<file path="config.mk">
export PLATFORM = sky130hd
export DESIGN_NAME = seq_detect_prog
export DESIGN_NICKNAME = d
export VERILOG_FILES = /design/src/rtl/seq_detect_prog.sv
export SDC_FILE = /design/constraint.sdc
export NUM_CORES = 1
export LEC_CHECK = 0
export ABC_AREA = 1
export CORE_AREA = 4 4 90 92
export CTS_CLUSTER_SIZE = 30
export DETAILED_ROUTE_END_ITERATION = 7
export DIE_AREA = 0 0 94 96
export PLACE_DENSITY_LB_ADDON = 0.25
export SYNTH_ARGS = -nofsm -noshare
export SYNTH_HDL_FRONTEND = slang
export SYNTH_SLANG_ARGS = --single-unit
</file>
<file path="constraint.sdc">
create_clock -name clk -period 2.3 [get_ports clk]
set_input_delay 0.345 -clock clk [delete_from_list [all_inputs] [get_ports clk]]
set_output_delay 0.345 -clock clk [all_outputs]
set_load 0.02 [all_outputs]
</file>
<file path="src/rtl/seq_detect_prog.sv">
// -----------------------------------------------------------------------------
// seq_detect_prog
//   Programmable serial pattern detector with a Mealy (zero-latency) match
//   output and a saturating match counter.
//
//   The active pattern, length and overlap mode load at run time. A history
//   shift register holds previously accepted bits. The incoming bit is
//   appended to that history to form the candidate, and the low `len` bits
//   of the candidate are compared against the pattern. Bit [len-1] of the
//   pattern is the first bit received and bit [0] is the last.
//
// Ports
//   clk          in   rising-edge clock
//   rst          in   asynchronous, active-low reset
//   in_seq       in   serial data bit
//   in_valid     in   in_seq is sampled this cycle
//   cfg_load     in   one-cycle pulse; latches cfg_* and restarts the stream
//   cfg_pattern  in   [PAT_W-1:0] pattern
//   cfg_len      in   [LEN_W-1:0] pattern length (legal 2..PAT_W)
//   cfg_overlap  in   1 = overlapping detection
//   det_out      out  combinational match indication for the current bit
//   match_cnt    out  [CNT_W-1:0] saturating match count
//   cfg_err      out  active configuration is illegal (registered)
// -----------------------------------------------------------------------------
module seq_detect_prog #(
  parameter int               PAT_W   = 8,
  parameter int               CNT_W   = 8,
  parameter logic [PAT_W-1:0] DEF_PAT = PAT_W'(8'b0001_0110),
  parameter int               DEF_LEN = 5,
  parameter bit               DEF_OVL = 1'b0,
  localparam int              LEN_W   = $clog2(PAT_W + 1)
) (
  input  logic             clk,
  input  logic             rst,
  input  logic             in_seq,
  input  logic             in_valid,
  input  logic             cfg_load,
  input  logic [PAT_W-1:0] cfg_pattern,
  input  logic [LEN_W-1:0] cfg_len,
  input  logic             cfg_overlap,
  output logic             det_out,
  output logic [CNT_W-1:0] match_cnt,
  output logic             cfg_err
);

  localparam logic [LEN_W-1:0] DEF_LEN_V = LEN_W'(DEF_LEN);
  localparam logic [LEN_W-1:0] FILL_MAX  = LEN_W'(PAT_W);

  // A length is usable only if it names at least two bits and fits in history.
  function automatic logic len_illegal(input logic [LEN_W-1:0] len);
    return (int'(len) < 2) || (int'(len) > PAT_W);
  endfunction

  // Counter increment that sticks at all-ones instead of wrapping.
  function automatic logic [CNT_W-1:0] sat_inc_cnt(input logic [CNT_W-1:0] v);
    return (v == {CNT_W{1'b1}}) ? v : v + 1'b1;
  endfunction

  // Fill increment that sticks at PAT_W; beyond that the history is full.
  function automatic logic [LEN_W-1:0] sat_inc_fill(input logic [LEN_W-1:0] v);
    return (v == FILL_MAX) ? v : v + 1'b1;
  endfunction

  logic [PAT_W-1:0] r_pat;
  logic [LEN_W-1:0] r_len;
  logic             r_ovl;
  logic             r_err;
  logic [PAT_W-1:0] r_hist;
  logic [LEN_W-1:0] r_fill;
  logic [CNT_W-1:0] r_cnt;

  logic [PAT_W:0]   w_cand;
  logic [PAT_W:0]   w_mask;
  logic             w_eq;
  logic             w_fill_ok;
  logic             w_acc;
  logic             w_match;

  // Candidate = history with the current bit appended as the newest (LSB).
  assign w_cand = {r_hist, in_seq};

  // Only the low `len` bits take part in the compare.
  always_comb begin
    w_mask = '0;
    for (int i = 0; i <= PAT_W; i++) begin
      w_mask[i] = (i < int'(r_len));
    end
  end

  assign w_eq      = ((w_cand ^ {1'b0, r_pat}) & w_mask) == '0;
  // Enough bits seen, counting the one arriving now.
  assign w_fill_ok = ({1'b0, r_fill} + 1'b1) >= {1'b0, r_len};
  // A config load takes priority; a bit arriving with it is dropped.
  assign w_acc     = in_valid & ~cfg_load;
  assign w_match   = w_acc & ~r_err & w_fill_ok & w_eq;

  // Gating with rst keeps the Mealy output quiet throughout reset.
  assign det_out   = w_match & rst;
  assign match_cnt = r_cnt;
  assign cfg_err   = r_err;

  always_ff @(posedge clk or negedge rst) begin
    if (!rst) begin
      r_pat  <= DEF_PAT;
      r_len  <= DEF_LEN_V;
      r_ovl  <= DEF_OVL;
      r_err  <= len_illegal(DEF_LEN_V);
      r_hist <= '0;
      r_fill <= '0;
      r_cnt  <= '0;
    end else if (cfg_load) begin
      r_pat  <= cfg_pattern;
      r_len  <= cfg_len;
      r_ovl  <= cfg_overlap;
      r_err  <= len_illegal(cfg_len);
      r_hist <= '0;
      r_fill <= '0;
    end else if (in_valid) begin
      if (w_match) begin
        r_cnt <= sat_inc_cnt(r_cnt);
        if (r_ovl) begin
          r_hist <= w_cand[PAT_W-1:0];
          r_fill <= sat_inc_fill(r_fill);
        end else begin
          // Non-overlapping: none of the matched bits may seed the next match.
          r_hist <= '0;
          r_fill <= '0;
        end
      end else begin
        r_hist <= w_cand[PAT_W-1:0];
        r_fill <= sat_inc_fill(r_fill);
      end
    end
  end

endmodule

</file>
### After elaboration in Yosys (flattened, before gate mapping)

Cells that the tools add are included.

* logic and storage cells: 47
* flip-flop bits (word level): 34

* equality and inequality tests: 2
* add/sub/neg operators: 3
* order comparisons: 12
* mux-type cells: 9
* bitwise gates (word level): 10
* reduce and logical (&&, ||, !) cells: 4

Operators with widths (count)
* 8-bit 2-to-1 mux: 4
* 4-bit 2-to-1 mux: 5
* 3-bit by 4-bit less-than comparator with 1-bit output, first input constant: 4
* 9-bit bitwise AND: 1
* 9-bit zero test: 1
* 9-bit by 8-bit XOR with 9-bit output: 1
* 8-bit by 1-bit adder with 8-bit output, second input constant: 1
* 8-bit equality test, second input constant: 1
* 1-bit by 4-bit less-than comparator with 1-bit output, first input constant: 2
* 2-bit by 4-bit less-than comparator with 1-bit output, first input constant: 2
* 4-bit by 1-bit adder with 5-bit output, second input constant: 1
* 1-bit bitwise AND: 5
* 5-bit by 4-bit >= comparator with 1-bit output: 1
* 4-bit by 1-bit adder with 4-bit output, second input constant: 1
* 4-bit equality test, second input constant: 1
* 4-bit > comparator, second input constant: 1
* 4-bit by 2-bit less-than comparator with 1-bit output, second input constant: 1
* 4-bit less-than comparator, first input constant: 1
* 4-bit AND reduction: 1
* 1-bit NOT: 3
* 2-bit nonzero test: 1
* 1-bit logical OR: 1

### Longest topological paths before layout

* word-level depth: 8
* mapped depth: 12
* depth with buffers taken out: 11

### Worst setup path before layout

No wires, ideal clock.

* path type: flip-flop to output port
* start: register r_fill[0]
* end: output port det_out
* arrival: 1.696 ns
* cell stages (with the launch flop): 9
* setup slack: 0.259 ns
* path through: dfrtp_1 > ha_1 > xor2_1 > ha_1 > nand2_1 > nor2_1 > nand2_1 > nand4_4 > and3_1

* cells in the longest elaborated chain, start to end: 5

Ends and longest elaborated chain
* from (decl): RTL line 69 `logic [LEN_W-1:0] r_fill;`
* from (signal assigned): RTL line 123 `r_fill <= sat_inc_fill(r_fill);`
* from (signal assigned): RTL line 131 `r_fill <= sat_inc_fill(r_fill);`
* 4-bit by 1-bit adder with 5-bit output: RTL line 92 `assign w_fill_ok = ({1'b0, r_fill} + 1'b1) >= {1'b0, r_len};`
* 5-bit by 4-bit >= comparator with 1-bit output: RTL line 92
* 1-bit bitwise AND (2 in a row): RTL line 95 `assign w_match = w_acc & ~r_err & w_fill_ok & w_eq;`
* 1-bit bitwise AND: RTL line 98 `assign det_out = w_match & rst;`
* to (decl): RTL line 41 `output logic det_out,`

No other way between the ends.

### Worst setup path in the final report

Ends and elaborated chain as after synthesis.

==> summary.txt <==
Critical path
  • Critical path, cell by cell: buf_6, nand3_4, xnor2_2, ha_1, buf_4, nand3_2, nand4_4, and3_4, buf_6
  • CP endpoint kind: output port
  • Most common cell on crit path: buf_6
  • CP bufs+invs: 3
  • CP peak stage delay: 0.43 ns
  • Worst Path Arrival: 2.04 ns
  • Type of the worst setup path: reg2out
  • CP startpoint kind: flip-flop
  • Crit-path max FO: 4
  • Crit path max-delay family: flip-flops
  • WP data required: 1.96 ns
  • CP max stage cell: dfrtp_1

Floorplanning
  • Die Footprint: 9020 um2
  • Starting density of the core: 27.7%
  • I/O Pins: 28
  • DIE WIDTH: 94 um
  • Die height: 96 um
  • Cell Rows: 31
  • Core Region: 7210 um2

Synthesis
  • Ys Warns: 0
  • Mapped Area: 2000 um2
  • Post-synth ARST share: 100%
  • Synth area leaders: dfrtp_1, nand2_1, inv_1, dfstp_2, nand3_1
  • Yosys top cell area share: 36.4%
  • Synth area leader: dfrtp_1
  • Sequential area share after synthesis: 42.9%
  • Syn Nets: 282
  • Synth cell types: 28
  • Syn_area_per_cell: 7.77 um2
  • Mapped Cells: 257
  • Top_reg_cell synth: dfrtp_1
  • Number of synthesized register bits: 34
  • Post-synth EDFFs: 0

Timing
  • Min Tclk post-route: 2.38 ns
  • Slew Limit Fails: 0
  • Rel. slew slack: 42.3%
  • Worst slew pin tran: 0.862 ns
  • RSZ-0062 raised after global routing: true
  • Fmax: 420 MHz
  • Final Hold Vio Count: 0
  • Final period utilization: 104%
  • Final WS setup: -0.0813 ns
  • Endpoints failing setup: 1
  • Max Clock Skew: 0.00355 ns
  • TNS Setup: -0.0813 ns

Layout
  • Sequential cell area: 858 um2
  • Layout Nets: 329
  • Footprint of the multi-input gates: 1050 um2
  • Layout cells sized above 1: 19.3%
  • Filler cell count: 756
  • Area grow syn2layout: 35.9%
  • Antenna cells: 0

Clocking
  • Clock Path Buffers: 2
  • Clk slew on worst S/H paths: 0.07 ns
  • CTS tree: yes
  • Num CTS Buffers: 5
  • Clock sink total: 34
  • CTS root buffer: clkbuf_8
  • Clock Latency Late Sink: 0.28 ns
  • Hold-fix buffers at CTS: 0
  • H-tree levels: 2

Hold path
  • Min-delay worst type: reg2reg

Global route
  • Total GRT Usage: 11.1%
  • First-pass GRT wire length: 7830 um
  • Total grt overflow: 0
  • Initial antenna violation count: 0
  • Vias in the first global route: 1640
  • Largest net degree at the start of global routing: 35

Power and ir drop
  • VDD IR max: 0.196 mV
  • P_leak: 1.28 nW
  • Pwr dens: 520 nW/um2

Route
  • DRT antenna net count: 0
  • Vias: 1720
  • Drt first pass iters: 4
  • Via density: 4.26
  • Wire per inst: 12.2 um
  • Iteration-0 DRC Markers: 85
  • # DRC: 0
  • Drt total wl: 4930 um

Outcome
  • Status: finished, violations left
  • Failing checks: negative setup slack

Flow run
  • Max Cap Viol: 0

Placement
  • DP HPWL: 3360 um
  • RePlAce Congestion: 0.850
  • PortBufs: 27
  • Pre-CTS setup slack: -0.362 ns
-- flip-flops by register name (all words and copies together), names as in the netlist --
signal,flops
r_hist,8
r_pat,8
r_ovl,1
cfg_err,1
match_cnt,8
r_len,4
r_fill,4
-- worst paths after layout --
path	start	end	slack (ns)	cells after the start
hold / removal	r_pat[4]	r_pat[4]	0.50	2
min in group asynchronous	rst	r_pat[0]	0.60	2
setup reg to reg	r_fill[0]	r_fill[3]	0.10	13
hold reg to reg	r_pat[4]	r_pat[4]	0.50	2
max in group asynchronous	rst	r_len[0]	1.36	2
setup / recovery	r_fill[0]	det_out	-0.08	9
-- layout make-up --
class	instances	share of cell area, %
multi-input combinational	180	38.8
sequential	34	31.6
timing repair buffer	46	16.5
inverter	37	5.12
tap	99	4.57
clock buffer	7	3.18
clock inverter	1	0.185
-- where the power goes --
group / leakage (nW) / internal [mW] / switching [mW]
clock network: 0.0482 / 0.241 / 0.210
registers: 0.436 / 0.636 / 0.0276
logic: 0.798 / 0.132 / 0.164
total: 1.28 / 1.01 / 0.402
-- cell families after synthesis --
group,after synthesis,synth area share [%]
AO/OA/AOI/OAI,26,7.96
XOR/XNOR,10,4.39
adder cells (fa/ha/maj),7,4.39
buffers and inverters,44,9.09
flip-flops,34,42.9
multiplexers,2,1.13
AND/OR/NAND/NOR,134,30.1
-- Yosys cell counts, types with 2 or more instances --
cell	count
nand2_1	91
mux2_2	2
nand4_4	2
inv_1	36
o21ai_0	12
nor2_1	11
nand3_1	20
buf_6	2
dfstp_2	5
xnor2_1	4
o21ai_2	7
xor2_1	6
nand4_1	2
a21oi_1	6
ha_1	7
clkbuf_1	4
dfrtp_1	29
-- layout by cell type (no fill, tap or decap), drive strengths merged, types with 7 or more instances in the layout --
cell	count
nor2	13
buf	19
inv	37
clkbuf	8
o21ai	19
ha	7
clkdlybuf4s50	26
dfrtp	29
nand3	20
nand2	92
-- per-stage QoR --
| stage | utilization, % | std cells | hold WS, ns | instance area (um2) | power, mW |
|---|---|---|---|---|---|
| after floorplan | - | 257 | 0.0494 | 2000 | 0.817 |
| after global placement | 34.2 | 390 | 0.478 | 2460 | 0.932 |
| after detailed placement | 34.2 | 390 | 0.475 | 2460 | 0.934 |
| after CTS | 35.9 | 400 | 0.500 | 2590 | 1.42 |
| after global routing | 37.6 | 404 | 0.523 | 2710 | 1.50 |
| final | 37.6 | 404 | 0.497 | 2710 | 1.41 |
-- per-layer routing --
metal | vias to the layer above | part of all wire (%) | track usage, %
met2 | 25 | 48 | 18.0
met3 | 6 | 4.2 | 3.21
met1 | 792 | 47 | 14.5
met5 | - | 0 | 0
li1 | 897 | - | -
met4 | 0 | 1.1 | 3.25
-- worst register-to-register path, stage by stage (launching register included) --
cell,delay [ns]
dfrtp_1,0.43
buf_6,0.14
nand3_4,0.07
xnor2_2,0.16
ha_1,0.33
nand2_1,0.06
nor2_1,0.08
nand2_1,0.08
nand4_4,0.11
buf_4,0.17
nand4_4,0.15
clkbuf_16,0.20
nand3_1,0.07
nand2_1,0.05
-- timing repair --
item | CTS | global route
resized for setup | 9 | 10
endpoints found under the setup margin | 1 | 13
setup buffers | 2 | 3
pin swaps | 3 | 8
gates cloned | 0 | 2
Note: power is estimated with default switching activity, not from simulation.
